===== config.mk =====
export PLATFORM = sky130hd
export DESIGN_NAME = seg_scan_ctrl_flat
export DESIGN_NICKNAME = d
export VERILOG_FILES = /design/src/rtl/seg_scan_if.sv /design/src/rtl/seg_scan_ctrl.sv /design/src/flat_wrapper.sv
export SDC_FILE = /design/constraint.sdc
export NUM_CORES = 1
export LEC_CHECK = 0
export CAP_MARGIN = 30
export CORE_MARGIN = 1.5
export CORE_UTILIZATION = 50
export DETAILED_ROUTE_END_ITERATION = 12
export PLACE_DENSITY = 0.76
export SYNTH_ARGS = -nofsm -noshare
export SYNTH_HDL_FRONTEND = slang
export SYNTH_SLANG_ARGS = --single-unit
export TNS_END_PERCENT = 100

===== constraint.sdc =====
create_clock -name clk -period 1.7 [get_ports clk]
set_clock_uncertainty 0.05 [all_clocks]
set_input_delay 0.34 -clock clk [delete_from_list [all_inputs] [get_ports clk]]
set_output_delay 0.34 -clock clk [all_outputs]
set_load 0.02 [all_outputs]

===== src/rtl/seg_scan_if.sv =====
// Bus bundle between the host and the 8-digit 7-segment scan controller.
//   we, waddr, wdata : host writes one 4-bit digit register per cycle
//   blank_mask       : bit i=1 keeps digit i dark for its whole slot
//   digit_sel        : current digit index, drives the 3-to-8 decoder
//   digit_en         : 1 = current digit lit
//   digit_val        : nibble shown in the current slot
//   frame_tick       : one-cycle pulse when digit_sel wraps 7->0
// master = host side, slave = scan controller side.
interface seg_scan_if;
    logic       we;
    logic [2:0] waddr;
    logic [3:0] wdata;
    logic [7:0] blank_mask;
    logic [2:0] digit_sel;
    logic       digit_en;
    logic [3:0] digit_val;
    logic       frame_tick;

    modport master (
        output we, waddr, wdata, blank_mask,
        input  digit_sel, digit_en, digit_val, frame_tick
    );

    modport slave (
        input  we, waddr, wdata, blank_mask,
        output digit_sel, digit_en, digit_val, frame_tick
    );
endinterface


===== src/rtl/seg_scan_ctrl.sv =====
// Scan controller for an 8-digit multiplexed 7-segment display.
// Holds eight host-written 4-bit digit registers and time-multiplexes them
// onto the display, one PRESCALE-cycle slot per digit. Each slot starts with
// BLANK_CYCLES of darkness to suppress ghosting, then shows the digit.
// Ports:
//   clk : system clock, rising edge
//   rst : synchronous active-high reset
//   bus : seg_scan_if.slave (write port, blank mask, display outputs)
// All outputs are registered.
module seg_scan_ctrl #(
    parameter int PRESCALE     = 1000,
    parameter int BLANK_CYCLES = 4
) (
    input logic     clk,
    input logic     rst,
    seg_scan_if.slave bus
);

    localparam int CNT_W = (PRESCALE > 1) ? $clog2(PRESCALE) : 1;
    localparam logic [CNT_W-1:0] CNT_LAST   = CNT_W'(PRESCALE - 1);
    localparam logic [CNT_W-1:0] BLANK_LAST = CNT_W'(BLANK_CYCLES - 1);

    typedef enum logic {BLANK, SHOW} state_t;

    state_t           state;
    state_t           state_next;
    logic [CNT_W-1:0] cnt;
    logic [3:0]       regs [8];
    logic [2:0]       sel;
    logic             en;
    logic [3:0]       val;
    logic             tick;
    logic             enter_show;
    logic             leave_show;
    logic [3:0]       latch_val;

    always_comb begin
        state_next = state;
        enter_show = 1'b0;
        leave_show = 1'b0;
        case (state)
            BLANK: begin
                if (cnt == BLANK_LAST) begin
                    state_next = SHOW;
                    enter_show = 1'b1;
                end
            end
            SHOW: begin
                if (cnt == CNT_LAST) begin
                    state_next = BLANK;
                    leave_show = 1'b1;
                end
            end
            default: state_next = BLANK;
        endcase
    end

    // A write landing on the latch edge for the digit being latched is
    // forwarded so the slot shows the freshly written nibble.
    always_comb begin
        latch_val = regs[sel];
        if (bus.we && (bus.waddr == sel)) begin
            latch_val = bus.wdata;
        end
    end

    always_ff @(posedge clk) begin
        if (rst) begin
            state <= BLANK;
            cnt   <= '0;
            for (int i = 0; i < 8; i++) begin
                regs[i] <= 4'd0;
            end
            sel   <= 3'd0;
            en    <= 1'b0;
            val   <= 4'd0;
            tick  <= 1'b0;
        end else begin
            state <= state_next;
            cnt   <= (cnt == CNT_LAST) ? '0 : cnt + 1'b1;
            if (bus.we) begin
                regs[bus.waddr] <= bus.wdata;
            end
            tick <= 1'b0;
            // digit_val and digit_en are frozen for the whole SHOW phase so
            // writes and mask changes never glitch a lit digit.
            if (enter_show) begin
                val <= latch_val;
                en  <= ~bus.blank_mask[sel];
            end
            // digit_sel only moves while the display is dark.
            if (leave_show) begin
                en   <= 1'b0;
                sel  <= sel + 3'd1;
                tick <= (sel == 3'd7);
            end
        end
    end

    assign bus.digit_sel  = sel;
    assign bus.digit_en   = en;
    assign bus.digit_val  = val;
    assign bus.frame_tick = tick;

endmodule

===== src/flat_wrapper.sv =====
// flat-port wrapper written by rule: the top's interface ports become plain ports
module seg_scan_ctrl_flat 
#(
    parameter int PRESCALE     = 1000,
    parameter int BLANK_CYCLES = 4
)
  (clk, rst, bus_we, bus_waddr, bus_wdata, bus_blank_mask, bus_digit_sel, bus_digit_en, bus_digit_val, bus_frame_tick);
  seg_scan_if bus_i ();
  input logic clk;
  input logic rst;
  input wire logic [$bits(bus_i.we)-1:0] bus_we;
  input wire logic [$bits(bus_i.waddr)-1:0] bus_waddr;
  input wire logic [$bits(bus_i.wdata)-1:0] bus_wdata;
  input wire logic [$bits(bus_i.blank_mask)-1:0] bus_blank_mask;
  output wire logic [$bits(bus_i.digit_sel)-1:0] bus_digit_sel;
  output wire logic [$bits(bus_i.digit_en)-1:0] bus_digit_en;
  output wire logic [$bits(bus_i.digit_val)-1:0] bus_digit_val;
  output wire logic [$bits(bus_i.frame_tick)-1:0] bus_frame_tick;
  assign bus_i.we = bus_we;
  assign bus_i.waddr = bus_waddr;
  assign bus_i.wdata = bus_wdata;
  assign bus_i.blank_mask = bus_blank_mask;
  assign bus_digit_sel = bus_i.digit_sel;
  assign bus_digit_en = bus_i.digit_en;
  assign bus_digit_val = bus_i.digit_val;
  assign bus_frame_tick = bus_i.frame_tick;
  seg_scan_ctrl #(.PRESCALE(PRESCALE), .BLANK_CYCLES(BLANK_CYCLES)) u_core (.clk(clk), .rst(rst), .bus(bus_i));
endmodule

## After elaboration in Yosys (flattened, before gate mapping)

Memory sizes are Yosys's and may differ from the RTL's. A register that Yosys moved wholly into a read port is not among the register bits.
Cells that the tools add are included.
W data, S select, Z words.

- Flip-flop bits (word level): 16
- Bits in latches: 0
- Bits in writable memories: 32
- Memory bits (read-only): 0
- Bits of input ports: 18
- Output and inout bits: 9
- Memories: 1

- Add/subtract/negate cells: 2
- $mul: 0
- Divide/modulo/power cells: 0
- Order comparisons: 1
- Eq/ne operators: 3
- Shift operators: 0
- Mux-type cells: 16
- Bitwise logic cells: 3
- Reductions and logical operators: 4

Memories:

| memory | words | width | rd ports | clocked after memory_dff | wr ports | line | source |
|---|---|---|---|---|---|---|---|
| u_core.regs | 8 | 4 | 1 | 1 | 8 | seg_scan_ctrl.sv:28 | `logic [3:0] regs [8];` |

Operators by type and width:

| cell | number |
|---|---|
| $mux W1 | 12 |
| $add A10 B1 Y10 const B | 1 |
| $eq A10 B10 Y1 const B | 1 |
| $eq A10 B2 Y1 const B | 1 |
| $reduce_or A2 Y1 | 3 |
| $lt A3 B4 Y1 const B | 1 |
| $mux W4 | 1 |
| $reduce_or A4 Y1 | 1 |
| $add A3 B1 Y3 const B | 1 |
| $bmux W1 S3 | 1 |
| $eq A3 B3 Y1 const B | 1 |
| $mux W3 | 1 |
| $not A1 Y1 | 3 |
| $pmux W1 S2 | 1 |

## Depth between registers and ports, before layout

- Depth in word-level cells: 5
- Gate-level depth with buffers: 6
- Gate-level depth less buffers: 5

## Worst setup path before layout

OpenSTA, ideal clock, no wires.

- Kind: reg2reg
- From: register u_core.sel[0] (netlist: u_core.bus.digit_sel[0])
- To: register u_core.val[0] (netlist: u_core.bus.digit_val[0]), read port of u_core.regs
- Setup time: 130 ps
- Arrival: 1,421 ps
- Path slack: 100 ps
- Cell stages (with the launch flop): 5
- Buffers on the path: 1
- Cell sequence: dfxtp_1 -> buf_6 -> mux4_1 -> o211ai_1 -> a311oi_1

RTL lines:

| what | line | source |
|---|---|---|
| start: declaration | seg_scan_ctrl.sv:29 | `logic [2:0] sel;` |
| start signal: assignment | seg_scan_ctrl.sv:94 | `sel <= sel + 3'd1;` |
| end: declaration | seg_scan_ctrl.sv:31 | `logic [3:0] val;` |

## Worst setup path after layout

- From: register u_core.val[3] (netlist: u_core.bus.digit_val[3]), read port of u_core.regs
- To: output port bus_digit_val[3]

RTL lines:

| what | line | source |
|---|---|---|
| end: declaration | flat_wrapper.sv:17 | `output wire logic [$bits(bus_i.digit_val)-1:0] bus_digit_val;` |

No word-level cell between the ends.

==> out/summary.txt <==
status = complete, no violations
# setup viols final = 0
CP Launch Type = flop
DRC Markers = 0
post-layout min period = 1.668 ns
grt total ovfl = 0
Final Hold Viols = 0
Top delay family on crit path = buffers and inverters
gr usage total = 19.28%
# IOs = 27
synth top area cells = edfxtp_1 37%, dfxtp_1 16%, and2_1 8.3%
I/O Buffers = 26
vias post-DR = 1,685
HP Start = u_core.cnt[0]
Synth area leader = edfxtp_1
post-synthesis sequential area ratio = 53.07%
placed inst area = 2949 sq um
VDD IR max = 0.4529 mV
Hold-fix buffers, CTS = 0
CP max FO = 2
power per cell area = 763.0 nW/um^2
H-tree Lvls = 2
Layout area overhead = 18.93%
final core utilization = 63.32%
CTS Sinks = 52
Worst-path clk slew = 0.09 ns
post-synth net total = 234
initial antenna violation count = 0
Row Count = 25
fin nets = 274
fmax = 599.6 MHz
FILL cells = 401
diode count = 0
CP bufs+invs = 1
Core Area = 4817 sq um
Final ANT Viol Nets = 0
Worst Setup SP = u_core.bus.digit_val[3]
TritonCTS Buffers = 5
Avg Vias per Cell = 5.249
Clock Path Buffers = 2
crit-path cells = clkdlybuf4s50_1
worst hold path class = reg2reg
Max-slew headroom = 74.66%
crit path kind = reg2out
die height = 74.63 um
Final Instance Area = 3050 sq um
Die ar. = 5569 sq um
share of layout cells above drive strength 1 = 15.75%
largest net degree at the start of global routing = 22
Max-Cap Viols = 0
starting density of the core = 53.25%
post-synth top area share = 37.46%
Final Routed Wirelength = 4910 um
Least-Margin Pin Slew = 0.3790 ns
final hold slack = 0.4131 ns
commonest non-fill, non-tap cell in the layout = and2_1
RSZ-0062 raised after global routing = no
first-pass GRT wire length = 7659 um
Avg Cell Area, Syn = 12.04 sq um
WL/cell = 15.30 um
Final HPWL DP = 3654 um
#FFs+latches synth = 52
Critical Path Max Stage Delay = 0.61 ns
crit share post-route = 98.11%
endpoint type of the worst setup path = output port
Unique masters post-synth = 34
slowest stage cell, crit path = clkdlybuf4s50_1
CTS tree = done
most frequent cells in the layout = 34 x and2_1, 32 x edfxtp_1, 26 x nor2_1
synthesized area = 2565 sq um
die width = 74.63 um
post-CTS setup buffers = 0
Synth Instances = 213
Worst R2R Start = u_core.bus.digit_sel[0]
routability-driven placement congestion ratio = 0.8236
Clk Latency, worst-skew pair = 0.31 ns
Root Driver = clkbuf_8
Worst Path Arrival = 1.28 ns
YS warnings = 0
leakage = 1.115 nW
First DRT Iteration DRCs = 94
Pins Over Slew Limit = 0
Critical Path RT = 1.31 ns
vias in the first global route = 1,620
first drt pass iteration count = 6
-- cell families (layout without fill, tap and decap cells) --
kind of cell,count (synthesis),after routing,share of synthesized area [%]
and+or+nand+nor,104,104,22.49
DFF,52,52,53.07
muxes,18,18,10.83
AOI/OAI and AO/OA,13,13,4.000
xor gates and xnor gates,12,12,4.390
buffers and inverters,11,52,3.756
adders and majority gates,3,3,1.464
-- cell type report --
| cell class | count | area, sq um | share of cell area, % |
|---|---|---|---|
| Multi-Input combinational cell | 150 | 1122 | 36.79 |
| Timing Repair Buffer | 41 | 384.1 | 12.59 |
| Clock inverter | 3 | 18.77 | 0.6153 |
| Sequential cell | 52 | 1361 | 44.63 |
| Tap cell | 67 | 83.83 | 2.748 |
| Inverter | 3 | 11.26 | 0.3692 |
| Clock buffer | 5 | 68.82 | 2.256 |
-- power breakdown --
part	leakage (nW)	internal [mW]	switching, mW
clock network	0.0479	0.288	0.409
registers	0.469	1.40	0.0252
logic	0.598	0.107	0.101
total	1.12	1.79	0.535
-- flip-flops by register name (all words and copies together) (netlist names) --
register and cells:
u_core.cnt 10, u_core.regs 32, u_core.bus.digit_en 1, u_core.bus.digit_val 4
u_core.bus.frame_tick 1, u_core.state 1, u_core.bus.digit_sel 3
-- Yosys cell counts --
cell type and count:
nand4_1 3, nor2b_1 1, a22oi_1 4, ha_1 3, edfxtp_1 32, buf_4 1
and2b_2 1, nor2_1 26, xor2_1 4, xnor2_2 1, inv_1 3, nor3_1 4
mux2i_1 12, and2_1 34, nor3_2 1, mux4_1 6, nor4_2 1, a311oi_1 4
clkbuf_1 2, nand3_1 4, or2_2 8, nor4_1 1, and4_4 1, xnor2_1 7
buf_12 1, nand2b_1 4, dfxtp_1 20, a211oi_1 1, clkbuf_8 2, nand2_1 10
o211ai_1 4, and4_1 2, nor3b_1 3, buf_6 2
-- metrics by stage --
stage | power (mW) | setup TNS [ns] | setup slack [ns] | cells
2_1_floorplan | 1.549 | 0 | 0.09971 | 213
3_3_place_gp | 1.652 | -13.94 | -0.2755 | 313
3_5_place_dp | 1.660 | -15.68 | -0.3704 | 313
6_report | 2.327 | 0 | 0.03216 | 321
4_1_cts | 2.339 | 0 | 0.008276 | 321
5_1_grt | 2.405 | 0 | 0.0009074 | 321
-- final timing paths --
| path | slack (ns) | to | cells past startpoint |
|---|---|---|---|
| max | 0.03 | bus_digit_val[3] | 1 |
| min | 0.41 | u_core.cnt[0] | 1 |
| max reg2reg | 0.11 | u_core.bus.digit_val[3] | 4 |
| min reg2reg | 0.41 | u_core.cnt[0] | 1 |
-- per-layer routing --
metal  GRT usage (%)  wire length, um  vias to the layer above
met1           24.17             2167                      790
met2           31.85             2383                       41
met4           8.283              109                        0
met5               0                0                        -
li1                -                -                      844
met3           4.953              251                       10
-- timing repair --
| item | CTS | global route |
|---|---|---|
| resized for setup | 4 | 4 |
| cloned | 0 | 0 |
| endpoints found under the setup margin | 7 | 22 |
| hold endpoints to repair | 0 | 0 |
No activity file was read; power rests on OpenSTA's default activity.
